### src/rtl/vc_scheduler_if.sv
// vc_scheduler_if
//   Bundles the scheduler's FIFO-facing signals: VC FIFO status and read data in,
//   pop strobes out, destination FIFO status in, push strobes and write data out,
//   plus the idle/error/state status outputs.
//   master : the scheduler side (drives pops, pushes, data_out_D, status).
//   slave  : the FIFO/environment side (drives empty/almost_full/full and VC data).
interface vc_scheduler_if #(
  parameter int DATA_WIDTH = 6
);
  logic                  empty_fifo_VC0;
  logic                  empty_fifo_VC1;
  logic [DATA_WIDTH-1:0] data_out_VC0;
  logic [DATA_WIDTH-1:0] data_out_VC1;
  logic                  almost_full_D0;
  logic                  almost_full_D1;
  logic                  full_D0;
  logic                  full_D1;
  logic                  pop_VC0_fifo;
  logic                  pop_VC1_fifo;
  logic                  push_D0;
  logic                  push_D1;
  logic [DATA_WIDTH-1:0] data_out_D;
  logic                  idle;
  logic                  error_out;
  logic [2:0]            state;

  modport master (
    input  empty_fifo_VC0, empty_fifo_VC1, data_out_VC0, data_out_VC1,
           almost_full_D0, almost_full_D1, full_D0, full_D1,
    output pop_VC0_fifo, pop_VC1_fifo, push_D0, push_D1, data_out_D,
           idle, error_out, state
  );

  modport slave (
    output empty_fifo_VC0, empty_fifo_VC1, data_out_VC0, data_out_VC1,
           almost_full_D0, almost_full_D1, full_D0, full_D1,
    input  pop_VC0_fifo, pop_VC1_fifo, push_D0, push_D1, data_out_D,
           idle, error_out, state
  );
endinterface

### src/rtl/vc_scheduler.sv
// vc_scheduler
//   Weighted-priority scheduler between the VC0/VC1 FIFOs and the D0/D1
//   destination FIFOs. Pops at most one VC word per cycle, routes it two cycles
//   later to D0 or D1 by data[DEST_BIT], throttles on any almost_full, and
//   raises a sticky error if a push lands on a full destination.
// Ports
//   clk    : rising-edge clock
//   reset  : synchronous, active-high
//   bus    : vc_scheduler_if.master (VC status/data in, pops out, D status in,
//            pushes/data_out_D out, idle, error_out, state)
//
//   state  | meaning
//   -------+-------------------------------------------------
//   INIT   | one cycle after reset, no pops
//   IDLE   | both VC FIFOs empty, idle=1
//   PAUSE  | a destination is almost full, no pops
//   ACTIVE | pops permitted, weighted grant between VC0/VC1
module vc_scheduler #(
  parameter int DATA_WIDTH = 6,
  parameter int DEST_BIT   = 4,
  parameter int WEIGHT_VC0 = 3
) (
  input  logic                 clk,
  input  logic                 reset,
  vc_scheduler_if.master       bus
);

  typedef enum logic [2:0] {
    ST_INIT   = 3'b001,
    ST_IDLE   = 3'b010,
    ST_PAUSE  = 3'b011,
    ST_ACTIVE = 3'b100
  } state_t;

  localparam logic [3:0] WEIGHT = 4'(WEIGHT_VC0);

  state_t                st, st_nxt;
  logic [3:0]            cnt, cnt_nxt;
  logic                  pop0, pop1;
  logic                  vld1, src1;
  logic                  push0_q, push1_q;
  logic [DATA_WIDTH-1:0] data_q;
  logic                  err_q;
  logic                  any_ne, any_af;
  logic [DATA_WIDTH-1:0] word;

  assign any_ne = !bus.empty_fifo_VC0 || !bus.empty_fifo_VC1;
  // The destination of a word is unknown until it is read, so any
  // almost_full blocks both VCs.
  assign any_af = bus.almost_full_D0 || bus.almost_full_D1;
  assign word   = src1 ? bus.data_out_VC1 : bus.data_out_VC0;

  always_comb begin
    st_nxt  = st;
    cnt_nxt = cnt;
    pop0    = 1'b0;
    pop1    = 1'b0;
    case (st)
      ST_INIT: st_nxt = ST_IDLE;
      ST_IDLE: begin
        if (any_ne) st_nxt = any_af ? ST_PAUSE : ST_ACTIVE;
      end
      ST_ACTIVE: begin
        if (!any_ne)     st_nxt = ST_IDLE;
        else if (any_af) st_nxt = ST_PAUSE;
        if (!any_af) begin
          if (!bus.empty_fifo_VC0 && bus.empty_fifo_VC1) begin
            pop0 = 1'b1;
          end else if (bus.empty_fifo_VC0 && !bus.empty_fifo_VC1) begin
            pop1    = 1'b1;
            cnt_nxt = 4'd0;
          end else if (!bus.empty_fifo_VC0 && !bus.empty_fifo_VC1) begin
            if (cnt < WEIGHT) begin
              pop0    = 1'b1;
              cnt_nxt = cnt + 4'd1;
            end else begin
              pop1    = 1'b1;
              cnt_nxt = 4'd0;
            end
          end
        end
      end
      ST_PAUSE: begin
        if (!any_af) st_nxt = any_ne ? ST_ACTIVE : ST_IDLE;
      end
      default: st_nxt = ST_INIT;
    endcase
  end

  // Stage 1 (vld1/src1) marks the cycle the VC read data is valid; stage 2 is
  // the registered push, so a pop at N pushes at N+2.
  always_ff @(posedge clk) begin
    if (reset) begin
      st      <= ST_INIT;
      cnt     <= 4'd0;
      vld1    <= 1'b0;
      src1    <= 1'b0;
      push0_q <= 1'b0;
      push1_q <= 1'b0;
      data_q  <= '0;
      err_q   <= 1'b0;
    end else begin
      st      <= st_nxt;
      cnt     <= cnt_nxt;
      vld1    <= pop0 || pop1;
      src1    <= pop1;
      push0_q <= vld1 && !word[DEST_BIT];
      push1_q <= vld1 && word[DEST_BIT];
      if (vld1) data_q <= word;
      if ((push0_q && bus.full_D0) || (push1_q && bus.full_D1)) err_q <= 1'b1;
    end
  end

  assign bus.pop_VC0_fifo = pop0;
  assign bus.pop_VC1_fifo = pop1;
  assign bus.push_D0      = push0_q;
  assign bus.push_D1      = push1_q;
  assign bus.data_out_D   = data_q;
  assign bus.idle         = (st == ST_IDLE);
  assign bus.error_out    = err_q;
  assign bus.state        = st;

endmodule

### src/flat_wrapper.sv
// flat-port wrapper written by rule: the top's interface ports become plain ports
module vc_scheduler_flat 
#(
  parameter int DATA_WIDTH = 6,
  parameter int DEST_BIT   = 4,
  parameter int WEIGHT_VC0 = 3
)
  (clk, reset, bus_empty_fifo_VC0, bus_empty_fifo_VC1, bus_data_out_VC0, bus_data_out_VC1, bus_almost_full_D0, bus_almost_full_D1, bus_full_D0, bus_full_D1, bus_pop_VC0_fifo, bus_pop_VC1_fifo, bus_push_D0, bus_push_D1, bus_data_out_D, bus_idle, bus_error_out, bus_state);
  vc_scheduler_if #(.DATA_WIDTH(DATA_WIDTH)) bus_i ();
  input  logic clk;
  input  logic reset;
  input wire logic [$bits(bus_i.empty_fifo_VC0)-1:0] bus_empty_fifo_VC0;
  input wire logic [$bits(bus_i.empty_fifo_VC1)-1:0] bus_empty_fifo_VC1;
  input wire logic [$bits(bus_i.data_out_VC0)-1:0] bus_data_out_VC0;
  input wire logic [$bits(bus_i.data_out_VC1)-1:0] bus_data_out_VC1;
  input wire logic [$bits(bus_i.almost_full_D0)-1:0] bus_almost_full_D0;
  input wire logic [$bits(bus_i.almost_full_D1)-1:0] bus_almost_full_D1;
  input wire logic [$bits(bus_i.full_D0)-1:0] bus_full_D0;
  input wire logic [$bits(bus_i.full_D1)-1:0] bus_full_D1;
  output wire logic [$bits(bus_i.pop_VC0_fifo)-1:0] bus_pop_VC0_fifo;
  output wire logic [$bits(bus_i.pop_VC1_fifo)-1:0] bus_pop_VC1_fifo;
  output wire logic [$bits(bus_i.push_D0)-1:0] bus_push_D0;
  output wire logic [$bits(bus_i.push_D1)-1:0] bus_push_D1;
  output wire logic [$bits(bus_i.data_out_D)-1:0] bus_data_out_D;
  output wire logic [$bits(bus_i.idle)-1:0] bus_idle;
  output wire logic [$bits(bus_i.error_out)-1:0] bus_error_out;
  output wire logic [$bits(bus_i.state)-1:0] bus_state;
  assign bus_i.empty_fifo_VC0 = bus_empty_fifo_VC0;
  assign bus_i.empty_fifo_VC1 = bus_empty_fifo_VC1;
  assign bus_i.data_out_VC0 = bus_data_out_VC0;
  assign bus_i.data_out_VC1 = bus_data_out_VC1;
  assign bus_i.almost_full_D0 = bus_almost_full_D0;
  assign bus_i.almost_full_D1 = bus_almost_full_D1;
  assign bus_i.full_D0 = bus_full_D0;
  assign bus_i.full_D1 = bus_full_D1;
  assign bus_pop_VC0_fifo = bus_i.pop_VC0_fifo;
  assign bus_pop_VC1_fifo = bus_i.pop_VC1_fifo;
  assign bus_push_D0 = bus_i.push_D0;
  assign bus_push_D1 = bus_i.push_D1;
  assign bus_data_out_D = bus_i.data_out_D;
  assign bus_idle = bus_i.idle;
  assign bus_error_out = bus_i.error_out;
  assign bus_state = bus_i.state;
  vc_scheduler #(.DATA_WIDTH(DATA_WIDTH), .DEST_BIT(DEST_BIT), .WEIGHT_VC0(WEIGHT_VC0)) u_core (.clk(clk), .reset(reset), .bus(bus_i));
endmodule
### config.mk
export PLATFORM = sky130hd
export DESIGN_NAME = vc_scheduler_flat
export DESIGN_NICKNAME = d
export VERILOG_FILES = /design/src/rtl/vc_scheduler_if.sv /design/src/rtl/vc_scheduler.sv /design/src/flat_wrapper.sv
export SDC_FILE = /design/constraint.sdc
export NUM_CORES = 1
export LEC_CHECK = 0
export BUFFER_PORTS_ARGS = -buffer_cell sky130_fd_sc_hd__buf_4
export CAP_MARGIN = 25
export CORE_ASPECT_RATIO = 0.75
export CORE_MARGIN = 2
export CORE_UTILIZATION = 45
export DETAILED_ROUTE_END_ITERATION = 10
export PLACE_DENSITY_LB_ADDON = 0.05
export SYNTH_ARGS = -nofsm -noshare
export SYNTH_HDL_FRONTEND = slang
export SYNTH_SLANG_ARGS = --single-unit
### constraint.sdc
create_clock -name clk -period 1.8 [get_ports clk]
set_input_delay 0.18 -clock clk [delete_from_list [all_inputs] [get_ports clk]]
set_output_delay 0.18 -clock clk [all_outputs]
set_load 0.02 [all_outputs]
**Word level (Yosys, flattened, before mapping)**

Index checks and enable logic that the tools add are counted.

- Add/subtract/negate cells: 1
- Bitwise operators: 2
- Reduce and logical (&&, ||, !) cells: 17
- Muxes and demuxes: 23
- Magnitude comparators: 1
- Eq/ne operators: 7

Operators by type and width:

| cell | number |
|---|---|
| 2-to-1 mux 3 bit | 6 |
| 2-to-1 mux 1 bit | 12 |
| 2-to-1 mux 4 bit | 3 |
| case mux 3 bit (4 select lines) | 1 |
| logical AND 1 bit | 7 |
| == test 3 x 2 -> 1 bit, second input constant | 2 |
| 2-to-1 mux 6 bit | 1 |
| adder 4 x 1 -> 4 bit, second input constant | 1 |
| logical OR 1 bit | 4 |
| < comparator 4 x 2 -> 1 bit, second input constant | 1 |
| AND reduction 4 bit | 1 |
| == test 3 x 1 -> 1 bit, second input constant | 1 |
| == test 3 bit, second input constant | 1 |
| zero test 1 bit | 3 |
| != test 3 bit, second input constant | 1 |
| AND reduction 3 bit | 1 |
| != test 2 x 1 -> 1 bit, second input constant | 1 |
| != test 2 bit, second input constant | 1 |
| NOT 1 bit | 2 |
| nonzero test 2 bit | 1 |

- Register bits: 18
- Input bits: 20
- Logic and storage cells: 59

**Depth between registers and ports, before layout**

Gate-level depths: netlist of run 1.

- Depth in word-level cells: 8
- Gate-level depth with buffers: 4
- Depth with buffers taken out: 4

**Worst setup path before layout of run 1**

Ideal clock, no wire load.

- Path type: reg2out
- From: register u_core.st[2] (netlist: u_core.bus.state[2])
- To: output bus_pop_VC1_fifo
- Slack: -151 ps
- Arrival: 1771 ps
- Cell stages (with the launch flop): 5
- Cell sequence: dfxtp_1 > or3b_4 > or4_1 > buf_2 > nor2_1

- Longest elaborated chain between the ends: 2

RTL lines:

| item | line | source |
|---|---|---|
| from (decl) | vc_scheduler.sv:37 | `state_t st, st_nxt;` |
| from (signal assigned) | vc_scheduler.sv:103 | `st <= st_nxt;` |
| == test 3 bit | vc_scheduler.sv:58 | `case (st)` |
| 2-to-1 mux 1 bit | vc_scheduler.sv:58 |  |
| to (decl) | flat_wrapper.sv:21 | `output wire logic [$bits(bus_i.pop_VC1_fifo)-1:0] bus_pop_VC1_fifo;` |

Every way passes these cells.

**Worst setup path in the final report of run 1**

Ends and elaborated chain as after synthesis.

==> results of run 1 <==
cell type report:
cell class / count / area (um2) / share of cell area, %
multi-input combinational: 59 / 438 / 37.4
timing repair buffer: 40 / 304 / 26.0
sequential: 18 / 364 / 31.1
tap: 22 / 27.5 / 2.35
clock buffer: 4 / 36.3 / 3.10
worst min-delay path by stage:
stage,startpoint,end,slack (ns),cells after the start
floorplan,bus_full_D1,u_core.bus.error_out,0.34,2
global placement,bus_full_D1,u_core.bus.error_out,0.42,3
detailed placement,u_core.bus.data_out_D[1],u_core.bus.data_out_D[1],0.48,2
CTS,bus_full_D0,u_core.bus.error_out,0.18,3
global route,bus_full_D1,u_core.bus.error_out,0.16,3
finish,bus_full_D0,u_core.bus.error_out,0.16,3
where the power goes:
part	internal (mW)	leakage [nW]	switching (mW)	total [mW]
combinational	0.0682	0.328	0.0607	0.129
clock	0.123	0.0210	0.120	0.244
sequential	0.404	0.146	0.00468	0.409
total	0.596	0.495	0.186	0.782
stage by stage:
step / hold WS [ns] / setup WS (ns) / util [%]
3_3_place_gp: 0.423 / 0.139 / 64.2
5_1_grt: 0.163 / -0.123 / 69.2
4_1_cts: 0.178 / -0.0888 / 68.8
2_1_floorplan: 0.335 / 0.0164 / -
3_5_place_dp: 0.481 / 0.112 / 64.2
6_report: 0.165 / -0.0821 / 69.2
kinds of logic (layout without fill, tap and decap cells):
kind of cell | after synthesis | count (layout) | share of synthesized area [%]
flip-flops | 18 | 18 | 45.6
AND/OR/NAND/NOR | 37 | 37 | 27.6
buffers and inverters | 5 | 44 | 2.54
multiplexers | 8 | 8 | 10.3
AO/OA/AOI/OAI | 13 | 13 | 12.4
adder cells (fa/ha/maj) | 1 | 1 | 1.58
synthesized netlist by cell type, drive strengths merged, types with 2 or more instances:
| master | number | area, um2 |
|---|---|---|
| mux2i | 7 | 70.1 |
| nand3 | 2 | 10.0 |
| nor2 | 12 | 45.0 |
| a211oi | 7 | 52.6 |
| buf | 3 | 12.5 |
| dfxtp | 18 | 360 |
| nor4 | 2 | 12.5 |
| clkbuf | 2 | 7.51 |
| nand2b | 5 | 31.3 |
| nor3 | 4 | 25.0 |
| or3b | 2 | 20.0 |
| nor3b | 4 | 30.0 |
layout by cell type, fill, tap and decap left out, types with 2 or more instances in the layout:
| master | instances |
|---|---|
| a211oi_1 | 7 |
| buf_4 | 39 |
| clkbuf_4 | 3 |
| dfxtp_1 | 17 |
| mux2i_1 | 7 |
| nand2b_1 | 5 |
| nand3_1 | 2 |
| nor2_1 | 11 |
| nor3_1 | 2 |
| nor3_2 | 2 |
| nor3b_1 | 4 |
registers in the layout, summed over array words and instances, names as in the netlist:
signal	flops
u_core.bus.error_out	1
u_core.cnt	4
u_core.bus.push_D0	1
u_core.vld1	1
u_core.bus.data_out_D	6
u_core.src1	1
u_core.bus.push_D1	1
u_core.bus.state	3
per-layer routing:
metal	global-route usage, %	vias to the layer above
met5	0	-
met4	3.85	0
met3	6.72	0
met2	35.9	18
met1	25.0	347
li1	-	380
worst max-delay path, stage by stage (launching register included):
cell,delay [ns]
dfxtp_4,0.35
or3b_4,0.37
or4_4,0.45
nor2_4,0.12
buf_6,0.11
repair_timing:
| action | CTS | global route |
|---|---|---|
| setup endpoints to repair | 2 | 2 |
| hold endpoints to repair | 0 | 0 |
| hold buffers | 0 | 0 |
| gates cloned | 0 | 0 |
| resized for setup | 6 | 1 |
| buffers inserted | 2 | 0 |
==> flow_metrics.py, run 1 <==
metrics = {
    "clock_network": {
        "worst_skew_pair.late_latency_ns": 0.29,
        "cts_root_buffer": "clkbuf_4",
        "tritoncts": "built",
        "cts_buffers": 3,
        "htreeDepth": 1,
        "clockBufferDepth": 2,
        "clk_pin_slew_ns": 0.10,
        "clkSinkCount": 18,
    },
    "sta": {
        "max_slew_margin_pct": 68.7,
        "hold_viol_final": 0,
        "period_share_pct": 105,
        "setup_viol": 2,
        "slew_violations": 0,
        "clock_skew_ns": 0.000669,
        "setup_slack_ns": -0.0821,
        "fin_crit_ns": 1.88,
        "max_freq_mhz": 531,
        "rsz0062_at_grt": "yes",
        "tns_ns": -0.102,
        "worst_pin_slew_ns": 0.466,
    },
    "worst_setup_path": {
        "r2r_cells": 4,
        "r2r-end": "u_core.cnt[1]",
        "crit_start": "u_core.bus.state[2]",
        "arrival_ns": 1.70,
        "critPathMaxFanout": 2,
        "worstSetupEndpointType": "output port",
        "cp-start-kind": "register",
        "rr_startpoint": "u_core.bus.state[2]",
        "worstSetupPathType": "register to output port",
        "rrSetupSlack_ns": 0.23,
        "crit_required_ns": 1.62,
        "crit_path_end": "bus_pop_VC1_fifo",
    },
    "routing": {
        "drt-initial-drc-count": 2,
        "wl_mm": 1.89,
        "wl_per_cell_um": 13.2,
        "highest_layer": "met3",
        "wl_met3_um": 95,
        "wl_met2_um": 963,
        "m1WireLength_um": 830,
        "vias": 745,
        "firstDrtPassIters": 3,
        "viasPerCell": 5.21,
        "drc": 0,
        "postRouteAntennaNets": 0,
    },
    "synth": {
        "syn_area_per_cell_um2": 9.63,
        "synth-seq-cells": 18,
        "synth.cell_area_um2": 790,
        "netlist_instances": 82,
        "seq_area_frac_synth_pct": 45.6,
        "synthArstFlopShare_pct": 0,
        "synth_fp_nets": 103,
        "ys_warn_count": 0,
        "yosysUniqueCellTypes": 29,
        "synth_ff_type": "dfxtp_1",
        "synth_edf_count": 0,
    },
    "floorplanning": {
        "initial_core_util_pct": 46.7,
        "die_w_um": 52.4,
        "core_mm2": 0.00169,
        "ios": 35,
        "die_h_um": 40.3,
        "die-area_mm2": 0.00211,
        "row_count": 13,
    },
    "global_routing": {
        "grt_pass1_vias": 642,
        "antenna_found_initial": 0,
        "track_usage_pct": 20.4,
        "overflow": 0,
        "grt_max_degree": 21,
        "grt_pass1_wl_mm": 2.99,
    },
    "power_and_ir_drop": {
        "leakagePower_nw": 0.495,
        "peakVddDrop_uv": 442,
        "power_mw": 0.782,
        "cellPowerDensity_mw_per_mm2": 668,
    },
    "placed_design": {
        "dpl_cell_area_mm2": 0.00109,
        "gp_congestion": 0.726,
        "dp_cells": 137,
        "dp_hpwl_mm": 1.42,
        "io_buffers": 34,
    },
    "min_path": {
        "worst_hold_path_type": "input port to register",
    },
    "run": {
        "drv_cap": 0,
    },
    "cells_and_area": {
        "antenna_cells": 0,
        "stdcell_count": 143,
        "fin_nets": 143,
        "drive_above_1_share_pct": 45.5,
        "syn2layout_area_growth_pct": 48.2,
        "final_cell_area_mm2": 0.00117,
        "fill_cells": 139,
    },
    "status": {
        "status": "finished, violations left",
        "violations": "negative setup slack",
    },
}
No activity file was read; power rests on OpenSTA's default activity.
==> inputs of run 2 (changes only) <==
- CORE_MARGIN: 2 -> 1.5
==> run 2 against run 1 <==
Against the previous run: the flow still finishes with violations (negative setup slack); sequential share of layout area increased by 0.27 points; die area is 4.3% lower; routed wire length increased by 4.1%; first-iteration DRC count rose to 7.5 times the previous value; clock power increased by 3%; largest cell class unchanged; worst setup slack got worse by 0.028 ns; largest power group unchanged; global-route usage is 1.7 points higher; non-clock buffer count unchanged.
==> flow_metrics.py, run 2 (synthesis gave the netlist of run 1 again) <==
metrics = {
    "status": {
        "status": "finished, violations left",
        "violations": "negative setup slack",
    },
    "sta": {
        "clock_skew_ns": 0.00483,
        "hold_viol_final": 0,
        "period_share_pct": 106,
        "slew_violations": 0,
        "max_freq_mhz": 524,
        "rsz0062_at_grt": "yes",
        "setup_viol": 2,
        "worst_pin_slew_ns": 0.491,
        "whs_ns": 0.122,
        "setup_slack_ns": -0.110,
        "max_slew_margin_pct": 67.0,
        "tns_ns": -0.123,
        "fin_crit_ns": 1.91,
    },
    "placed_design": {
        "io_buffers": 34,
        "gp_congestion": 0.778,
        "dp_cells": 136,
        "post-place-ws_ns": 0.102,
        "dpl_cell_area_mm2": 0.00108,
        "dp_hpwl_mm": 1.37,
    },
    "global_routing": {
        "track_usage_pct": 22.1,
        "grt_pass1_vias": 702,
        "overflow": 0,
        "antenna_found_initial": 0,
        "grt_max_degree": 21,
        "grt_pass1_wl_mm": 3.06,
    },
    "cells_and_area": {
        "stdcell_count": 142,
        "antenna_cells": 0,
        "postLayoutCoreUtil_pct": 74.5,
        "final_cell_area_mm2": 0.00116,
        "final_common_cell": "buf_4",
        "drive_above_1_share_pct": 45.5,
        "syn2layout_area_growth_pct": 47.4,
        "fin_nets": 143,
        "final_cell_mix": "39 x buf_4, 16 x dfxtp_1, 11 x nor2_1, 7 x mux2i_1, 7 x a211oi_1",
        "largest_register_ffs": 6,
    },
    "power_and_ir_drop": {
        "pwr-share-clk_pct": 31.8,
        "peakVddDrop_uv": 792,
        "cellPowerDensity_mw_per_mm2": 680,
        "combPwrFrac_pct": 16.5,
        "switching_power_mw": 0.194,
        "power_mw": 0.791,
        "intPower_mw": 0.597,
        "netSwitchingFraction_pct": 24.5,
        "seq_power_share_pct": 51.7,
        "leakagePower_nw": 0.494,
    },
    "min_path": {
        "worst_hold_path_type": "input port to register",
    },
    "floorplanning": {
        "row_count": 12,
        "die_h_um": 39.3,
        "ios": 35,
        "die-area_mm2": 0.00202,
        "initial_core_util_pct": 50.6,
        "core_mm2": 0.00156,
        "die_w_um": 51.4,
    },
    "worst_setup_path": {
        "worstSetupPathType": "register to output port",
        "worstPathCellList": "or3b_4 -> or4_4 -> nor2_4 -> buf_6",
        "arrival_ns": 1.73,
        "crit_required_ns": 1.62,
        "crit_buf_inv": 1,
        "cpPeakStageDelay_ns": 0.46,
        "worstSetupEndpointType": "output port",
        "crit_family": "simple AND/OR/NAND/NOR gates",
        "cp-start-kind": "register",
        "crit_slowest_cell": "or4_4",
        "critPathMaxFanout": 2,
    },
    "routing": {
        "drc": 0,
        "wl_per_cell_um": 13.8,
        "viasPerCell": 5.45,
        "postRouteAntennaNets": 0,
        "drt-initial-drc-count": 15,
        "vias": 774,
        "wl_mm": 1.97,
        "firstDrtPassIters": 4,
    },
    "clock_network": {
        "clk_pin_slew_ns": 0.10,
        "cts_buffers": 3,
        "cts_root_buffer": "clkbuf_4",
        "clockBufferDepth": 2,
        "htreeDepth": 1,
        "clkSinkCount": 18,
        "worst_skew_pair.late_latency_ns": 0.30,
        "cts_hold_buf": 0,
        "tritoncts": "built",
    },
    "run": {
        "drv_cap": 0,
    },
}
[run 2: cell count changes in the layout (fill, tap and decap cells not counted)]
cell and change:
dfxtp_2 +1, nor4b_1 +1, dfxtp_1 -1, nor4b_2 -1
[run 2: routing by layer]
| metal | part of all wire, % | GRT usage, % | vias to the layer above | wire [um] |
|---|---|---|---|---|
| met5 | 0 | 0 | - | 0 |
| met4 | 3.3 | 11.8 | 0 | 65 |
| met1 | 39 | 23.9 | 354 | 769 |
| li1 | - | - | 379 | - |
| met2 | 50 | 39.1 | 33 | 984 |
| met3 | 7.4 | 7.25 | 8 | 146 |
[run 2: path summary, 6_finish.rpt]
kind / depth (start not counted) / end / slack [ns] / startpoint
max: 4 / bus_pop_VC1_fifo / -0.11 / u_core.bus.state[0]
min: 3 / u_core.bus.error_out / 0.12 / bus_full_D1
max reg2reg: 4 / u_core.cnt[1] / 0.23 / u_core.bus.state[0]
min reg2reg: 2 / u_core.bus.error_out / 0.49 / u_core.bus.error_out
[run 2: worst register-to-register path, stage by stage (launching register included)]
cell and delay [ns]:
dfxtp_2 0.33, or3b_4 0.40, or4_4 0.46, buf_4 0.17, mux2i_1 0.11
[run 2: power groups by stage]
stage / Sequential [mW] / Combinational [mW] / Clock, mW
floorplan: 0.434 / 0.0415 / 0
global placement: 0.418 / 0.122 / 0
detailed placement: 0.419 / 0.124 / 0
CTS: 0.408 / 0.127 / 0.258
global route: 0.410 / 0.142 / 0.280
finish: 0.409 / 0.131 / 0.252
[run 2: layout make-up]
type | count | area (um2)
clock buffers | 4 | 36.3
repair buffers | 40 | 304
multi-input cells | 59 | 432
flip-flops and latches | 18 | 365
well taps | 21 | 26.3
fillers | 123 | 398
[run 2: what timing repair did]
item                       4_1_cts  5_1_grt
gates resized for setup          4        3
pin swaps                        0        0
setup endpoints to repair        2        2
buffers inserted                 2        0
hold endpoints to repair         0        0
gates cloned                     0        0
